`src/rtl/trace_pkg.sv`:
```
`default_nettype none
// ============================================================================
//  Module      : trace_pkg
//  Description : Shared types and constants for the KLP32V1 trace UART.
//  Revision    : 1.0 - initial release
// ============================================================================
package trace_pkg;

   typedef struct packed {
      logic [31:0] pc;
      logic [31:0] inst;
      logic [31:0] wb;
      logic [7:0]  flags;
   } trace_rec_t;

   localparam int FRAME_BYTES = 14;

   typedef enum logic [1:0] {IDLE, START, DATA, STOP} tx_state_t;

   localparam logic [1:0] ST_IDLE  = 2'd0;
   localparam logic [1:0] ST_START = 2'd1;
   localparam logic [1:0] ST_DATA  = 2'd2;
   localparam logic [1:0] ST_STOP  = 2'd3;

   localparam int FLAG_PCSEL    = 7;
   localparam int FLAG_BREQ     = 6;
   localparam int FLAG_BRLT     = 5;
   localparam int FLAG_REGWEN   = 4;
   localparam int FLAG_MEMRW    = 3;
   localparam int FLAG_WBSEL_LO = 1;

   // Byte idx of a frame: sync, pc, inst, wb (each little-endian), flags.
   function automatic logic [7:0] frame_byte(input trace_rec_t r, input logic [3:0] idx,
                                             input logic [7:0] sync);
      logic [7:0] b;
      case (idx)
         4'd0:    b = sync;
         4'd1:    b = r.pc[7:0];
         4'd2:    b = r.pc[15:8];
         4'd3:    b = r.pc[23:16];
         4'd4:    b = r.pc[31:24];
         4'd5:    b = r.inst[7:0];
         4'd6:    b = r.inst[15:8];
         4'd7:    b = r.inst[23:16];
         4'd8:    b = r.inst[31:24];
         4'd9:    b = r.wb[7:0];
         4'd10:   b = r.wb[15:8];
         4'd11:   b = r.wb[23:16];
         4'd12:   b = r.wb[31:24];
         4'd13:   b = r.flags;
         default: b = 8'h00;
      endcase
      return b;
   endfunction

endpackage
`default_nettype wire

```
`src/rtl/trace_uart_tx_if.sv`:
```
`default_nettype none
// ============================================================================
//  Module      : trace_uart_tx_if
//  Description : Processor observation bundle sampled by the trace UART.
//  Revision    : 1.0 - initial release
// ============================================================================
interface trace_uart_tx_if;
   logic        i_capture;
   logic [31:0] i_pcOut;
   logic [31:0] i_inst;
   logic [31:0] i_writeBack;
   logic [1:0]  i_wb_select;
   logic        i_PCSel;
   logic        i_BrEq;
   logic        i_BrLT;
   logic        i_RegWEn;
   logic        i_memRW;

   modport master (
      output i_capture, i_pcOut, i_inst, i_writeBack, i_wb_select,
             i_PCSel, i_BrEq, i_BrLT, i_RegWEn, i_memRW
   );

   modport slave (
      input  i_capture, i_pcOut, i_inst, i_writeBack, i_wb_select,
             i_PCSel, i_BrEq, i_BrLT, i_RegWEn, i_memRW
   );
endinterface
`default_nettype wire

```
`src/rtl/uart_tx_byte.sv`:
```
`default_nettype none
// ============================================================================
//  Module      : uart_tx_byte
//  Description : 8N1 byte serializer; accepts the next byte in the last stop cycle.
//  Revision    : 1.0 - initial release
// ============================================================================
module uart_tx_byte
   import trace_pkg::*;
#(
   parameter int CLKS_PER_BIT = 434
) (
   input  wire        clk,
   input  wire        rst_n,
   input  wire        i_start,
   input  wire  [7:0] i_data,
   output logic       o_ready,
   output logic       o_tx,
   output logic       o_busy
);
   localparam int         CW     = $clog2(CLKS_PER_BIT);
   localparam logic [CW-1:0] c_last = CW'(CLKS_PER_BIT - 1);

   logic [1:0]    state_q, state_d;
   logic [CW-1:0] cnt_q, cnt_d;
   logic [2:0]    bit_q, bit_d;
   logic [7:0]    shreg_q, shreg_d;
   logic          tx_q, tx_d;
   logic          w_bit_end;

   assign w_bit_end = (cnt_q == c_last);
   assign o_ready   = (state_q == ST_IDLE) || ((state_q == ST_STOP) && w_bit_end);
   assign o_tx      = tx_q;
   assign o_busy    = (state_q != ST_IDLE);

   always_comb begin
      state_d = state_q;
      cnt_d   = cnt_q;
      bit_d   = bit_q;
      shreg_d = shreg_q;
      tx_d    = tx_q;
      case (state_q)
         ST_IDLE: tx_d = 1'b1;
         ST_START: begin
            if (w_bit_end) begin
               cnt_d   = '0;
               bit_d   = '0;
               state_d = ST_DATA;
               tx_d    = shreg_q[0];
            end else begin
               cnt_d = cnt_q + 1'b1;
            end
         end
         ST_DATA: begin
            if (w_bit_end) begin
               cnt_d = '0;
               if (bit_q == 3'd7) begin
                  state_d = ST_STOP;
                  tx_d    = 1'b1;
               end else begin
                  bit_d   = bit_q + 1'b1;
                  shreg_d = {1'b0, shreg_q[7:1]};
                  tx_d    = shreg_q[1];
               end
            end else begin
               cnt_d = cnt_q + 1'b1;
            end
         end
         ST_STOP: begin
            if (w_bit_end) begin
               cnt_d   = '0;
               state_d = ST_IDLE;
               tx_d    = 1'b1;
            end else begin
               cnt_d = cnt_q + 1'b1;
            end
         end
         default: state_d = ST_IDLE;
      endcase
      // A new byte overrides the stop->idle step so bytes run gap-free.
      if (i_start && o_ready) begin
         state_d = ST_START;
         cnt_d   = '0;
         shreg_d = i_data;
         tx_d    = 1'b0;
      end
   end

   always_ff @(posedge clk or negedge rst_n) begin
      if (!rst_n) begin
         state_q <= ST_IDLE;
         cnt_q   <= '0;
         bit_q   <= '0;
         shreg_q <= '0;
         tx_q    <= 1'b1;
      end else begin
         state_q <= state_d;
         cnt_q   <= cnt_d;
         bit_q   <= bit_d;
         shreg_q <= shreg_d;
         tx_q    <= tx_d;
      end
   end

endmodule
`default_nettype wire

```
`src/rtl/trace_uart_tx.sv`:
```
`default_nettype none
// ============================================================================
//  Module      : trace_uart_tx
//  Description : Captures retired-instruction records into a FIFO and frames them out a UART.
//  Revision    : 1.0 - initial release
// ============================================================================
module trace_uart_tx
   import trace_pkg::*;
#(
   parameter int         CLKS_PER_BIT = 434,
   parameter int         FIFO_DEPTH   = 4,
   parameter logic [7:0] SYNC_BYTE    = 8'hA5
) (
   input  wire               clk,
   input  wire               reset_in,
   trace_uart_tx_if.slave    obs,
   output logic              o_tx,
   output logic              o_busy,
   output logic              o_full,
   output logic [7:0]        o_drop_count
);
   localparam int            PW      = $clog2(FIFO_DEPTH);
   localparam logic [PW:0]   c_depth = (PW + 1)'(FIFO_DEPTH);
   localparam logic [3:0]    c_last  = 4'(FRAME_BYTES);

   trace_rec_t    mem_q [FIFO_DEPTH];
   logic [PW-1:0] wr_ptr_q, wr_ptr_d, rd_ptr_q, rd_ptr_d;
   logic [PW:0]   count_q, count_d;
   logic          full_q, full_d;
   logic [7:0]    drop_q, drop_d;
   logic          active_q, active_d;
   logic [3:0]    idx_q, idx_d;
   trace_rec_t    rec_q, rec_d;

   trace_rec_t    w_rec_in;
   logic          w_push, w_pop, w_drop, w_empty, w_ready, w_start;
   logic [7:0]    w_data;

   always_comb begin
      w_rec_in.pc    = obs.i_pcOut;
      w_rec_in.inst  = obs.i_inst;
      w_rec_in.wb    = obs.i_writeBack;
      w_rec_in.flags = '0;
      w_rec_in.flags[FLAG_PCSEL]          = obs.i_PCSel;
      w_rec_in.flags[FLAG_BREQ]           = obs.i_BrEq;
      w_rec_in.flags[FLAG_BRLT]           = obs.i_BrLT;
      w_rec_in.flags[FLAG_REGWEN]         = obs.i_RegWEn;
      w_rec_in.flags[FLAG_MEMRW]          = obs.i_memRW;
      w_rec_in.flags[FLAG_WBSEL_LO +: 2]  = obs.i_wb_select;
   end

   assign w_empty = (count_q == '0);

   // Frame sequencing: each serializer ready slot gets the next byte or the next record.
   always_comb begin
      w_pop    = 1'b0;
      w_start  = 1'b0;
      w_data   = 8'h00;
      active_d = active_q;
      idx_d    = idx_q;
      rec_d    = rec_q;
      if (w_ready) begin
         if (active_q && (idx_q != c_last)) begin
            w_start = 1'b1;
            w_data  = frame_byte(rec_q, idx_q, SYNC_BYTE);
            idx_d   = idx_q + 4'd1;
         end else if (!w_empty) begin
            w_pop    = 1'b1;
            w_start  = 1'b1;
            w_data   = SYNC_BYTE;
            rec_d    = mem_q[rd_ptr_q];
            idx_d    = 4'd1;
            active_d = 1'b1;
         end else begin
            active_d = 1'b0;
         end
      end
   end

   // A pop in the same cycle frees the slot a push into a full FIFO needs.
   assign w_push = obs.i_capture && (!full_q || w_pop);
   assign w_drop = obs.i_capture && full_q && !w_pop;

   always_comb begin
      wr_ptr_d = w_push ? wr_ptr_q + 1'b1 : wr_ptr_q;
      rd_ptr_d = w_pop  ? rd_ptr_q + 1'b1 : rd_ptr_q;
      count_d  = count_q;
      if (w_push && !w_pop)      count_d = count_q + 1'b1;
      else if (!w_push && w_pop) count_d = count_q - 1'b1;
      full_d   = (count_d == c_depth);
      drop_d   = (w_drop && (drop_q != 8'hFF)) ? drop_q + 8'd1 : drop_q;
   end

   always_ff @(posedge clk) begin
      if (w_push) mem_q[wr_ptr_q] <= w_rec_in;
   end

   always_ff @(posedge clk or negedge reset_in) begin
      if (!reset_in) begin
         wr_ptr_q <= '0;
         rd_ptr_q <= '0;
         count_q  <= '0;
         full_q   <= 1'b0;
         drop_q   <= '0;
         active_q <= 1'b0;
         idx_q    <= '0;
         rec_q    <= '0;
      end else begin
         wr_ptr_q <= wr_ptr_d;
         rd_ptr_q <= rd_ptr_d;
         count_q  <= count_d;
         full_q   <= full_d;
         drop_q   <= drop_d;
         active_q <= active_d;
         idx_q    <= idx_d;
         rec_q    <= rec_d;
      end
   end

   uart_tx_byte #(
      .CLKS_PER_BIT (CLKS_PER_BIT)
   ) u_byte (
      .clk     (clk),
      .rst_n   (reset_in),
      .i_start (w_start),
      .i_data  (w_data),
      .o_ready (w_ready),
      .o_tx    (o_tx),
      .o_busy  (o_busy)
   );

   assign o_full       = full_q;
   assign o_drop_count = drop_q;

endmodule
`default_nettype wire

```
`src/flat_wrapper.sv`:
```
// flat-port wrapper written by rule: the top's interface ports become plain ports
module trace_uart_tx_flat import trace_pkg::*;
#(
   parameter int         CLKS_PER_BIT = 434,
   parameter int         FIFO_DEPTH   = 4,
   parameter logic [7:0] SYNC_BYTE    = 8'hA5
)
  (clk, reset_in, o_tx, o_busy, o_full, o_drop_count, obs_i_capture, obs_i_pcOut, obs_i_inst, obs_i_writeBack, obs_i_wb_select, obs_i_PCSel, obs_i_BrEq, obs_i_BrLT, obs_i_RegWEn, obs_i_memRW);
  trace_uart_tx_if obs_i ();
  input  wire clk;
  input  wire reset_in;
  output logic o_tx;
  output logic o_busy;
  output logic o_full;
  output logic [7:0] o_drop_count;
  input wire logic [$bits(obs_i.i_capture)-1:0] obs_i_capture;
  input wire logic [$bits(obs_i.i_pcOut)-1:0] obs_i_pcOut;
  input wire logic [$bits(obs_i.i_inst)-1:0] obs_i_inst;
  input wire logic [$bits(obs_i.i_writeBack)-1:0] obs_i_writeBack;
  input wire logic [$bits(obs_i.i_wb_select)-1:0] obs_i_wb_select;
  input wire logic [$bits(obs_i.i_PCSel)-1:0] obs_i_PCSel;
  input wire logic [$bits(obs_i.i_BrEq)-1:0] obs_i_BrEq;
  input wire logic [$bits(obs_i.i_BrLT)-1:0] obs_i_BrLT;
  input wire logic [$bits(obs_i.i_RegWEn)-1:0] obs_i_RegWEn;
  input wire logic [$bits(obs_i.i_memRW)-1:0] obs_i_memRW;
  assign obs_i.i_capture = obs_i_capture;
  assign obs_i.i_pcOut = obs_i_pcOut;
  assign obs_i.i_inst = obs_i_inst;
  assign obs_i.i_writeBack = obs_i_writeBack;
  assign obs_i.i_wb_select = obs_i_wb_select;
  assign obs_i.i_PCSel = obs_i_PCSel;
  assign obs_i.i_BrEq = obs_i_BrEq;
  assign obs_i.i_BrLT = obs_i_BrLT;
  assign obs_i.i_RegWEn = obs_i_RegWEn;
  assign obs_i.i_memRW = obs_i_memRW;
  trace_uart_tx #(.CLKS_PER_BIT(CLKS_PER_BIT), .FIFO_DEPTH(FIFO_DEPTH), .SYNC_BYTE(SYNC_BYTE)) u_core (.clk(clk), .reset_in(reset_in), .obs(obs_i), .o_tx(o_tx), .o_busy(o_busy), .o_full(o_full), .o_drop_count(o_drop_count));
endmodule
```
`config.mk`:
```
export PLATFORM = sky130hd
export DESIGN_NAME = trace_uart_tx_flat
export DESIGN_NICKNAME = d
export VERILOG_FILES = /design/src/rtl/trace_pkg.sv /design/src/rtl/trace_uart_tx_if.sv /design/src/rtl/uart_tx_byte.sv /design/src/rtl/trace_uart_tx.sv /design/src/flat_wrapper.sv
export SDC_FILE = /design/constraint.sdc
export NUM_CORES = 1
export LEC_CHECK = 0
export CAP_MARGIN = 20
export CORE_ASPECT_RATIO = 1.2
export CORE_MARGIN = 2
export CORE_UTILIZATION = 60
export CTS_BUF_LIST = sky130_fd_sc_hd__clkbuf_8 sky130_fd_sc_hd__clkbuf_16
export CTS_CLUSTER_SIZE = 30
export DETAILED_ROUTE_END_ITERATION = 10
export GPL_ROUTABILITY_DRIVEN = 0
export PLACE_DENSITY = 0.8
export SYNTH_ARGS = -nofsm -noshare
export SYNTH_HDL_FRONTEND = slang
export SYNTH_HIERARCHICAL = 1
export SYNTH_SLANG_ARGS = --single-unit
```
`constraint.sdc`:
```
create_clock -name clk -period 7 [get_ports clk]
set_input_delay 1.05 -clock clk [delete_from_list [all_inputs] [get_ports clk]]
set_output_delay 1.05 -clock clk [all_outputs]
set_load 0.1 [all_outputs]
```
==> load_flow_metrics.sql <==
INSERT INTO impl_metrics (metric_group, metric, value, unit) VALUES
('outcome', 'run_status', 'finished, final reports clean', ''),
('power', 'ir_worst_vdd', '249', 'uV'),
('grt', 'grt_first_pass_wirelength', '68800', 'um'),
('floorplan', 'floorplan.initialDensity', '61.1', '%'),
('power', 'total_power', '7.70', 'mW'),
('yosys', 'netlist_top_cells_area', 'edfxtp_1, dfrtp_1, mux4_2', ''),
('grt', 'grt_pass1_vias', '12292', ''),
('yosys', 'yosys.area.top_type', 'edfxtp_1', ''),
('sta', 'final-hold-violation-count', '0', ''),
('route', 'drt-total-wl', '44100', 'um'),
('finish', 'drive_above_1_share', '14.0', '%'),
('sta', 'worst-slew-pin-transition', '1.07', 'ns'),
('critical_path', 'path_cells', 'inv_1 -> ha_1 -> nand3_2 -> a221o_4 -> a21boi_1 -> and2_4 -> buf_4', ''),
('critical_path', 'critPathCaptureType', 'flip-flop', ''),
('critical_path', 'worst_ep_required_time', '7.19', 'ns'),
('min_path', 'worst_hold_path_type', 'reg -> reg', ''),
('critical_path', 'worst_ep_arrival_time', '4.50', 'ns'),
('sta', 'setup_tns', '0', 'ns'),
('finish', 'layout.cells.most_common_list', 'edfxtp_1, nand2_1, dfrtp_1', ''),
('yosys', 'warnings_from_yosys', '13', ''),
('cts', 'cts.root.buffer_cell', 'clkbuf_16', ''),
('cts', 'postCtsSetupRepairBufs', '0', ''),
('cts', 'cts_hold_buffers', '0', ''),
('floorplan', 'floorplan.die_area', '38100', 'um2'),
('grt', 'grt_max_degree', '113', ''),
('route', 'via_per_inst', '6.09', ''),
('route', 'drt_iter0_drc', '1185', ''),
('flow_run', 'total_of_max_cap_violations', '0', ''),
('critical_path', 'cp_num_buf_inv', '2', ''),
('power', 'power.density_cell_area', '305', 'nW/um2'),
('power', 'leakage', '9.32', 'nW'),
('sta', 'fin_crit', '4.30', 'ns'),
('route', 'dr_total_vias', '12043', ''),
('floorplan', 'rows', '76', ''),
('cts', 'clkTransAtPathRegs', '0.07', 'ns'),
('sta', 'achievable-frequency', '232', 'MHz'),
('yosys', 'synth_cells', '1354', ''),
('cts', 'cts.htree.levels', '2', ''),
('yosys', 'ys_ff_latch', '559', ''),
('yosys', 'yosys.area.top_type_share', '56.4', '%'),
('cts', 'cts_buf_count', '51', ''),
('finish', 'area.growth.synth_to_final', '14.8', '%'),
('grt', 'antenna_found_initial', '0', ''),
('route', 'postRouteAntennaNets', '0', ''),
('yosys', 'synthFlopType', 'edfxtp_1', ''),
('yosys', 'async_reset_ff_share', '26.3', '%'),
('floorplan', 'die-width', '179', 'um'),
('critical_path', 'timing.reg2reg.setup_slack', '2.70', 'ns'),
('yosys', 'syn-mean-instance-area', '16.2', 'um2'),
('cts', 'clock-sinks', '559', ''),
('floorplan', 'num_io_pins', '117', ''),
('sta', 'final_worst_setup_slack', '2.70', 'ns'),
('sta', 'setup_viol_count_final', '0', ''),
('critical_path', 'cell_type_group_with_the_largest_total_delay_on_the_critical_path', 'simple AND/OR/NAND/NOR gates', ''),
('cts', 'cts-root-to-sink-buffers', '3', ''),
('yosys', 'ys_types', '59', ''),
('cts', 'clock_latency', '0.58', 'ns'),
('floorplan', 'coreArea', '35900', 'um2'),
('finish', 'nNetsFinal', '1595', ''),
('critical_path', 'timing.critical_path.slowest_stage_cell', 'ha_1', ''),
('critical_path', 'path_class', 'reg -> reg', ''),
('place', 'placedCellCount', '1881', ''),
('place', 'portBuffers', '116', ''),
('yosys', 'syn_area', '22000', 'um2'),
('sta', 'relSlewSlack', '28.4', '%'),
('yosys', 'synth-edff-count', '412', ''),
('place', 'pre_cts_slack', '2.77', 'ns'),
('yosys', 'synth.yosys.seq_area_share', '73.1', '%'),
('yosys', 'synth.net_count', '1481', ''),
('critical_path', 'critical_path.startpoint_type', 'flip-flop', ''),
('route', 'drt_pre_antenna_iters', '6', '');
==> cells by family after synthesis <==
group                      share of synthesized area (%)
AOI/OAI and AO/OA                                   4.16
xor gates and xnor gates                           0.598
adders and majority gates                           1.20
buffers and inverters                               1.80
DFF                                                 73.1
muxes                                               11.4
and+or+nand+nor                                     7.75
==> sequential cells by signal, summed over array words and instances (netlist names) <==
signal and count:
u_core/o_full 1, u_core/u_byte/cnt_q 9, u_core/u_byte/state_q 2, u_core/wr_ptr_q 2, u_core/idx_q 4, u_core/rec_q 103
u_core/u_byte/o_tx 1, u_core/active_q 1, u_core/u_byte/bit_q 3, u_core/o_drop_count 8, u_core/count_q 3, u_core/mem_q 412
u_core/u_byte/shreg_q 8, u_core/rd_ptr_q 2
==> metal layers <==
metal  wire (um)  track usage [%]
met1       17900             34.0
met2       22300             39.2
met3        2740             3.55
met4        1050             7.49
met5           0                0
==> path summary, 6_finish.rpt <==
kind,startpoint,end,cells past startpoint
worst max register to register,u_core/idx_q[0],u_core/mem_q[1][30],7
worst min register to register,u_core/u_byte/o_tx,u_core/u_byte/o_tx,2
max in group asynchronous,reset_in,u_core/rd_ptr_q[0],2
worst max-delay path,u_core/idx_q[0],u_core/mem_q[1][30],7
worst min-delay path,u_core/u_byte/o_tx,u_core/u_byte/o_tx,2
min in group asynchronous,reset_in,u_core/o_drop_count[4],1
==> cell usage after synthesis, types with 3 or more instances <==
library cell,count
edfxtp_1,412
nand2_1,350
dfrtp_1,146
mux4_2,104
clkbuf_1,43
nand3_1,26
o21ai_0,26
ha_1,21
a21oi_1,19
buf_2,19
inv_1,18
a22oi_1,16
nor2_1,13
a211oi_1,12
mux2i_1,11
xnor2_1,11
a221oi_1,10
a222oi_1,9
buf_1,8
a22o_1,6
o21ai_1,6
or3_1,5
and2_1,4
and3_1,4
mux2_2,4
o211ai_1,4
xor2_1,4
buf_6,3
o31ai_1,3
==> through the flow <==
step | cell area [um2] | hold WS, ns
floorplan | 22000 | 0.440
global placement | 23500 | 0.452
detailed placement | 23500 | 0.463
CTS | 25200 | 0.473
global route | 25200 | 0.491
finish | 25200 | 0.469
==> power by group <==
part | internal [mW] | switching (mW) | total (mW) | leakage, nW
logic | 0.269 | 0.532 | 0.801 | 2.96
clock network | 1.54 | 1.16 | 2.70 | 0.848
registers | 4.07 | 0.120 | 4.19 | 5.51
total | 5.88 | 1.81 | 7.70 | 9.32
==> worst min-delay path, cell delays in order (launching register included) <==
cell     delay (ns)
dfstp_2        0.37
nand2_1        0.05
a21oi_1        0.05
==> cell type report <==
| class | count | area, um2 |
|---|---|---|
| clock buffers | 53 | 1320 |
| repair buffers | 135 | 1330 |
| fillers | 2258 | 10700 |
| clock inverters | 43 | 332 |
| multi-input cells | 703 | 5530 |
| well taps | 468 | 586 |
| inverters | 18 | 67.6 |
| flip-flops and latches | 559 | 16100 |
No activity file was read; power rests on OpenSTA's default activity.
